--- src/rtl/cpu_ctrl_pkg.sv ---
// Shared types and widths for the Y86 host run controller.
package cpu_ctrl_pkg;

  localparam int WORD_W     = 64;
  localparam int ADDR_W     = 64;
  localparam int BYTE_W     = 8;
  localparam int STAT_W     = 4;
  localparam int REG_ADDR_W = 4;

  localparam logic [STAT_W-1:0] STAT_AOK = 4'd1;
  localparam logic [STAT_W-1:0] STAT_HLT = 4'd2;
  localparam logic [STAT_W-1:0] STAT_ADR = 4'd3;
  localparam logic [STAT_W-1:0] STAT_INS = 4'd4;

  typedef enum logic [2:0] {
    S_IDLE,
    S_LOAD,
    S_RUN,
    S_STEP,
    S_HALTED,
    S_DUMP
  } ctrl_state_e;

endpackage

--- src/rtl/cpu_run_ctrl_if.sv ---
// Valid/ready byte or word stream with a last marker; used for program load and register dump.
interface cpu_run_ctrl_if #(parameter int W = 8);
  logic         valid;
  logic         ready;
  logic         last;
  logic [W-1:0] data;

  modport master (output valid, data, last, input ready);
  modport slave  (input valid, data, last, output ready);
endinterface

--- src/rtl/ctrl_loader.sv ---
// Program load path: accepts bytes while active and issues one registered imem write per byte.
module ctrl_loader
  import cpu_ctrl_pkg::*;
#(
  parameter int I_MEM_DEPTH = 1024
) (
  input  logic                sys_clk,
  input  logic                rst_n,
  input  logic                start,
  input  logic                active,
  cpu_run_ctrl_if.slave       load,
  output logic                done,
  output logic                wr_en,
  output logic [BYTE_W-1:0]   wr_data,
  output logic [ADDR_W-1:0]   wr_addr,
  output logic                ovf
);

  localparam logic [ADDR_W-1:0] DEPTH = ADDR_W'(I_MEM_DEPTH);

  logic              fire;
  logic              in_range;
  logic [ADDR_W-1:0] ptr_reg;

  assign load.ready = active;
  assign fire       = active & load.valid;
  assign in_range   = (ptr_reg < DEPTH);
  assign done       = fire & load.last;

  always_ff @(posedge sys_clk or negedge rst_n) begin
    if (!rst_n) begin
      ptr_reg <= '0;
      wr_en   <= 1'b0;
      wr_data <= '0;
      wr_addr <= '0;
      ovf     <= 1'b0;
    end else begin
      // Out-of-range bytes are still consumed so the host stream never stalls.
      wr_en <= fire & in_range;
      if (fire) begin
        wr_data <= load.data;
        wr_addr <= ptr_reg;
      end
      if (start) begin
        ptr_reg <= '0;
        ovf     <= 1'b0;
      end else if (fire) begin
        ptr_reg <= ptr_reg + ADDR_W'(1);
        if (!in_range) ovf <= 1'b1;
      end
    end
  end

endmodule

--- src/rtl/cpu_run_ctrl.sv ---
// Host run controller: program load, run/step gating with cycle limit, halt capture and register dump.
module cpu_run_ctrl
  import cpu_ctrl_pkg::*;
#(
  parameter int I_MEM_DEPTH = 1024,
  parameter int NUM_REGS    = 15,
  parameter int MAX_CYCLES  = 1000000
) (
  input  logic                  sys_clk,
  input  logic                  rst_n,
  input  logic                  cmd_load,
  input  logic                  cmd_run,
  input  logic                  cmd_step,
  input  logic                  cmd_dump,
  input  logic                  cmd_abort,
  cpu_run_ctrl_if.slave         load,
  cpu_run_ctrl_if.master        dump,
  input  logic [STAT_W-1:0]     cpu_status,
  input  logic [WORD_W-1:0]     reg_val_debug,
  output logic                  cpu_valid,
  output logic                  debug,
  output logic [REG_ADDR_W-1:0] reg_addr_debug,
  output logic                  imem_wr_en,
  output logic [BYTE_W-1:0]     imem_wr_data,
  output logic [ADDR_W-1:0]     imem_wr_addr,
  output logic [WORD_W-1:0]     cycle_cnt,
  output logic [STAT_W-1:0]     final_status,
  output logic                  timeout,
  output logic                  load_ovf,
  output logic                  busy
);

  localparam logic [WORD_W-1:0]     LIMIT    = WORD_W'(MAX_CYCLES);
  localparam logic [REG_ADDR_W-1:0] LAST_IDX = REG_ADDR_W'(NUM_REGS - 1);

  ctrl_state_e           state_reg, state_next;
  logic [REG_ADDR_W-1:0] idx_reg;
  logic                  load_start, run_start, dump_start;
  logic                  load_active, load_done;
  logic                  run_en, status_bad, limit_hit, dump_fire;

  assign run_en     = (state_reg == S_RUN) || (state_reg == S_STEP);
  assign status_bad = (cpu_status != STAT_AOK);
  assign limit_hit  = (MAX_CYCLES != 0) && ((cycle_cnt + WORD_W'(1)) == LIMIT);
  assign dump_fire  = (state_reg == S_DUMP) && dump.ready;

  ctrl_loader #(.I_MEM_DEPTH(I_MEM_DEPTH)) u_loader (
    .sys_clk (sys_clk),
    .rst_n   (rst_n),
    .start   (load_start),
    .active  (load_active),
    .load    (load),
    .done    (load_done),
    .wr_en   (imem_wr_en),
    .wr_data (imem_wr_data),
    .wr_addr (imem_wr_addr),
    .ovf     (load_ovf)
  );

  always_ff @(posedge sys_clk or negedge rst_n) begin
    if (!rst_n) state_reg <= S_IDLE;
    else        state_reg <= state_next;
  end

  always_comb begin
    state_next = state_reg;
    load_start = 1'b0;
    run_start  = 1'b0;
    dump_start = 1'b0;
    if (cmd_abort) begin
      state_next = S_IDLE;
    end else begin
      case (state_reg)
        S_IDLE: begin
          if (cmd_load)      begin state_next = S_LOAD; load_start = 1'b1; end
          else if (cmd_run)  begin state_next = S_RUN;  run_start  = 1'b1; end
          else if (cmd_step) begin state_next = S_STEP; end
          else if (cmd_dump) begin state_next = S_DUMP; dump_start = 1'b1; end
        end
        S_LOAD:   if (load_done) state_next = S_IDLE;
        S_RUN:    if (status_bad || limit_hit) state_next = S_HALTED;
        S_STEP:   state_next = status_bad ? S_HALTED : S_IDLE;
        // The core needs a reset after halting, so only load and dump leave here.
        S_HALTED: begin
          if (cmd_load)      begin state_next = S_LOAD; load_start = 1'b1; end
          else if (cmd_dump) begin state_next = S_DUMP; dump_start = 1'b1; end
        end
        S_DUMP:   if (dump_fire && idx_reg == LAST_IDX) state_next = S_IDLE;
        default:  state_next = S_IDLE;
      endcase
    end
  end

  always_comb begin
    cpu_valid      = run_en & ~status_bad & ~cmd_abort;
    debug          = (state_reg == S_DUMP);
    reg_addr_debug = debug ? idx_reg : '0;
    dump.valid     = debug;
    dump.data      = debug ? reg_val_debug : '0;
    dump.last      = debug && (idx_reg == LAST_IDX);
    load_active    = (state_reg == S_LOAD);
    busy           = (state_reg != S_IDLE) && (state_reg != S_HALTED);
  end

  // Steps accumulate into cycle_cnt so a single-step session counts its instructions; a run restarts it.
  always_ff @(posedge sys_clk or negedge rst_n) begin
    if (!rst_n) begin
      cycle_cnt    <= '0;
      final_status <= STAT_AOK;
      timeout      <= 1'b0;
      idx_reg      <= '0;
    end else begin
      if (run_start)      cycle_cnt <= '0;
      else if (cpu_valid) cycle_cnt <= cycle_cnt + WORD_W'(1);

      if (run_start) timeout <= 1'b0;
      else if (state_reg == S_RUN && state_next == S_HALTED && !status_bad) timeout <= 1'b1;

      // On a limit stop the status is AOK, so latching it directly covers both exits.
      if (state_reg != S_HALTED && state_next == S_HALTED) final_status <= cpu_status;

      if (dump_start)     idx_reg <= '0;
      else if (dump_fire) idx_reg <= idx_reg + REG_ADDR_W'(1);
    end
  end

endmodule

--- src/flat_wrapper.sv ---
// flat-port wrapper written by rule: the top's interface ports become plain ports
module cpu_run_ctrl_flat import cpu_ctrl_pkg::*;
#(
  parameter int I_MEM_DEPTH = 1024,
  parameter int NUM_REGS    = 15,
  parameter int MAX_CYCLES  = 1000000
)
  (sys_clk, rst_n, cmd_load, cmd_run, cmd_step, cmd_dump, cmd_abort, cpu_status, reg_val_debug, cpu_valid, debug, reg_addr_debug, imem_wr_en, imem_wr_data, imem_wr_addr, cycle_cnt, final_status, timeout, load_ovf, busy, load_valid, load_data, load_last, load_ready, dump_valid, dump_data, dump_last, dump_ready);
  cpu_run_ctrl_if #(.W(8)) load_i ();
  cpu_run_ctrl_if #(.W(64)) dump_i ();
  input  logic sys_clk;
  input  logic rst_n;
  input  logic cmd_load;
  input  logic cmd_run;
  input  logic cmd_step;
  input  logic cmd_dump;
  input  logic cmd_abort;
  input  logic [STAT_W-1:0] cpu_status;
  input  logic [WORD_W-1:0] reg_val_debug;
  output logic cpu_valid;
  output logic debug;
  output logic [REG_ADDR_W-1:0] reg_addr_debug;
  output logic imem_wr_en;
  output logic [BYTE_W-1:0] imem_wr_data;
  output logic [ADDR_W-1:0] imem_wr_addr;
  output logic [WORD_W-1:0] cycle_cnt;
  output logic [STAT_W-1:0] final_status;
  output logic timeout;
  output logic load_ovf;
  output logic busy;
  input wire logic [$bits(load_i.valid)-1:0] load_valid;
  input wire logic [$bits(load_i.data)-1:0] load_data;
  input wire logic [$bits(load_i.last)-1:0] load_last;
  output wire logic [$bits(load_i.ready)-1:0] load_ready;
  output wire logic [$bits(dump_i.valid)-1:0] dump_valid;
  output wire logic [$bits(dump_i.data)-1:0] dump_data;
  output wire logic [$bits(dump_i.last)-1:0] dump_last;
  input wire logic [$bits(dump_i.ready)-1:0] dump_ready;
  assign load_i.valid = load_valid;
  assign load_i.data = load_data;
  assign load_i.last = load_last;
  assign load_ready = load_i.ready;
  assign dump_valid = dump_i.valid;
  assign dump_data = dump_i.data;
  assign dump_last = dump_i.last;
  assign dump_i.ready = dump_ready;
  cpu_run_ctrl #(.I_MEM_DEPTH(I_MEM_DEPTH), .NUM_REGS(NUM_REGS), .MAX_CYCLES(MAX_CYCLES)) u_core (.sys_clk(sys_clk), .rst_n(rst_n), .cmd_load(cmd_load), .cmd_run(cmd_run), .cmd_step(cmd_step), .cmd_dump(cmd_dump), .cmd_abort(cmd_abort), .load(load_i), .dump(dump_i), .cpu_status(cpu_status), .reg_val_debug(reg_val_debug), .cpu_valid(cpu_valid), .debug(debug), .reg_addr_debug(reg_addr_debug), .imem_wr_en(imem_wr_en), .imem_wr_data(imem_wr_data), .imem_wr_addr(imem_wr_addr), .cycle_cnt(cycle_cnt), .final_status(final_status), .timeout(timeout), .load_ovf(load_ovf), .busy(busy));
endmodule
--- config.mk ---
export PLATFORM = sky130hd
export DESIGN_NAME = cpu_run_ctrl_flat
export DESIGN_NICKNAME = d
export VERILOG_FILES = /design/src/rtl/cpu_ctrl_pkg.sv /design/src/rtl/cpu_run_ctrl_if.sv /design/src/rtl/ctrl_loader.sv /design/src/rtl/cpu_run_ctrl.sv /design/src/flat_wrapper.sv
export SDC_FILE = /design/constraint.sdc
export NUM_CORES = 1
export LEC_CHECK = 0
export CAP_MARGIN = 5
export CORE_ASPECT_RATIO = 0.9
export CORE_MARGIN = 3
export CORE_UTILIZATION = 50
export CTS_BUF_LIST = sky130_fd_sc_hd__clkbuf_8 sky130_fd_sc_hd__clkbuf_16
export CTS_CLUSTER_DIAMETER = 30
export DETAILED_ROUTE_END_ITERATION = 8
export HOLD_SLACK_MARGIN = 0.06
export PLACE_DENSITY_LB_ADDON = 0.3
export RECOVER_POWER = 50
export SYNTH_ARGS = -nofsm -noshare
export SYNTH_HDL_FRONTEND = slang
export SYNTH_SLANG_ARGS = --single-unit
--- constraint.sdc ---
create_clock -name sys_clk -period 4.6 [get_ports sys_clk]
set_input_delay 0.46 -clock sys_clk [delete_from_list [all_inputs] [get_ports sys_clk]]
set_output_delay 0.46 -clock sys_clk [all_outputs]
set_load 0.01 [all_outputs]
==> metrics.md <==
| Metric | Value |
|---|---|
| Syn Nets | 1393 |
| Hold buffer count at cts | 0 |
| Crit start category | register |
| Die area | 0.0259 mm2 |
| Final setup fails | 0 |
| Worst hold path type | reg -> reg |
| Syn. warnings | 0 |
| Final min period | 4320 ps |
| Post-DP HPWL | 27400 um |
| Initial antenna violation count | 1 |
| Initial Utilization | 51.1% |
| Placed cells | 1853 |
| R2R setup slack | 280 ps |
| Actual slew at the worst max-slew pin | 3020 ps |
| Boundary Pins | 303 |
| Seq/Total Area, Yosys | 44.6% |
| CP Data Arrival Time | 4720 ps |
| Hold Path Sink | u_core.final_status[1]$_DFFE_PN0P_ |
| Status | complete, but fails checks |
| Adder-cell area share of the yosys netlist | 0.521% |
| First-pass GRT wire length | 62000 um |
| Rel. slew slack | -101% |
| Area grow syn2layout | 39.2% |
| Row count | 53 |
| Clock Skew | 17.4 ps |
| Number of flops mapped to enable cells by yosys | 0 |
| Gate Count Post-Synth | 1302 |
| Post-synthesis simple-gate area fraction | 27.2% |
| CORE AREA | 0.0235 mm2 |
| Vias | 11440 |
| Synthesized flop and latch total | 214 |
| Residual DRC | 0 |
| Reg2reg end | u_core.final_status[1]$_DFFE_PN0P_ |
| CP max FO | 12 |
| CTS tree | built |
| Mapped Area | 0.0120 mm2 |
| Max cap viols | 1 |
| Core Util, Final | 71.2% |
| Power density over cell area | 336 mW/mm2 |
| WL met2 | 18200 um |
| Post-synth top flop | dfrtp_1 |
| Synth async-reset ratio | 100% |
| CP startpoint | u_core.cycle_cnt[6]$_DFFE_PN0P_ |
| Max Fclk | 231 MHz |
| Die Span Y | 153 um |
| Finished Layout Cells | 1927 |
| Reg-to-Reg Start | u_core.cycle_cnt[6]$_DFFE_PN0P_ |
| Gr ovfl total | 0 |
| Post-synthesis xor/xnor area fraction | 4.96% |
| Mux cell area share after synthesis | 7.93% |
| Failing checks | capacitance limit, slew limit |
| Routability-driven placement congestion ratio | 0.968 |
| Clk buf depth | 3 |
| Worst-skew pair later-pin latency | 530 ps |
| Sink Count | 214 |
| CP Capture Type | register |
| Total negative slack | 0 ps |
| Setup bufs post-CTS | 0 |
| PortBufs | 302 |
| Final nets | 1685 |
| Final hold vios | 0 |
| Drt wl/cell | 20.1 um |
| Top Layer Used | met4 |
| Die X | 169 um |
| Post-route ant nets | 0 |
| Distinct cells, synth | 75 |
| Hold_sp | u_core.final_status[1]$_DFFE_PN0P_ |
| Clock transition at path regs | 50 ps |
| Proportion of layout cells with a drive suffix above 1 | 12.5% |
| Syn_area_per_cell | 9.22 um2 |
| CTS Buf Count | 41 |
| Main combinational cell family by area after synthesis | simple AND/OR/NAND/NOR gates |
| Vias per inst | 5.94 |
| N_diodes | 0 |
| Largest net degree at the start of global routing | 125 |
| Met1 WL | 16800 um |
| Setup ws final | 280 ps |
| Gr usage total | 29.5% |
| Reg2Reg Depth | 10 |
| DRT Wirelength | 38700 um |
| Required @ worst endpoint | 5000 ps |
| Dpl ws | 378 ps |
| Min Hold Slack | 490 ps |
| RSZ-0062 raised after global routing | false |
| H-tree lvl count | 2 |
| VDD IR max | 0.282 mV |
| First-pass detailed-route iteration total | 7 |
| Cts repair resizes | 0 |
| WS Path Type | reg -> reg |
| Root Driver | clkbuf_16 |
| Vias in the first global route | 11141 |
| P_leak | 7.38 nW |
| Post-synthesis compound-gate area fraction | 11.4% |
| Hold path depth | 1 |
| Routed wl met3 | 2490 um |
| Max-slew violation count | 125 |
| Crit share post-route | 93.9% |
| Initial DRC count | 841 |
cells in the final DEF, fill, tap and decap left out, types with 56 or more instances in the layout:
cell type,instances
and2_1,78
clkdlybuf4s50_1,198
dfrtp_1,213
dlygate4sd3_1,103
mux2_2,74
nand2_1,98
nand3_1,65
nand4_1,56
nor2_1,131
o21ai_0,106
cell type report:
cell class,instances,area [um2]
inverter,15,56.3
sequential,214,5360
fill,1745,6770
clock buffer,48,1130
timing repair buffer,333,3250
tap,302,378
clock inverter,26,284
multi-input combinational,989,6250
logic make-up (layout without fill, tap and decap cells):
kind of cell,after synthesis,in the layout
compound gates,232,232
mux,84,84
flops,214,214
simple gates,600,600
xor+xnor,68,68
fa+ha+maj,5,5
buf+inv,99,422
per-layer routing:
metal	global-route usage, %	up-vias
li1	-	5318
met4	9.70	0
met3	5.20	86
met1	41.4	5559
met5	0	-
met2	46.9	477
worst max path at each step:
stage                                    endpoint  slack, ps  cells after the start
5_1_grt        u_core.final_status[1]$_DFFE_PN0P_         40                      9
2_1_floorplan       u_core.state_reg[2]$_DFF_PN0_        700                     10
6_report       u_core.final_status[1]$_DFFE_PN0P_        280                     10
3_3_place_gp   u_core.final_status[3]$_DFFE_PN0P_        440                      9
3_5_place_dp   u_core.final_status[1]$_DFFE_PN0P_        380                      9
4_1_cts        u_core.final_status[3]$_DFFE_PN0P_        350                      9
critical path: stages (launching register included):
cell,delay [ps]
dfrtp_1,570
nand4_4,210
nor4_2,980
buf_4,300
nand4_1,90
o21ai_0,160
nand3_1,130
or4_1,570
or4b_4,540
o31ai_4,280
mux2_1,360
synth_stat cells (7+ instances only):
master / n / area [um2]
dfrtp_1: 213 / 5330
nor2_1: 131 / 492
o21ai_0: 106 / 531
nand2_1: 98 / 368
and2_1: 78 / 488
mux2_2: 74 / 833
nand3_1: 66 / 330
clkbuf_1: 63 / 236
nand4_1: 56 / 350
a21oi_1: 48 / 240
xor2_1: 37 / 324
nor3_1: 33 / 165
xnor2_1: 31 / 272
a31oi_1: 25 / 156
nor4_1: 25 / 156
and3_1: 23 / 144
or3_1: 22 / 138
inv_1: 15 / 56.3
o31ai_1: 13 / 97.6
and4_1: 10 / 87.6
buf_2: 10 / 50.1
or4_1: 9 / 67.6
nand2b_1: 8 / 50.1
buf_1: 7 / 26.3
stage by stage:
stage	instance area [um2]	power, mW
floorplan	12000	2.29
global placement	15300	2.63
detailed placement	15300	2.65
CTS	16700	5.70
global route	16700	5.81
finish	16700	5.62
power breakdown:
part	switching [mW]	internal, mW
clock	0.995	2.04
combinational	0.270	0.282
sequential	0.0614	1.98
Note: power is estimated with default switching activity, not from simulation.
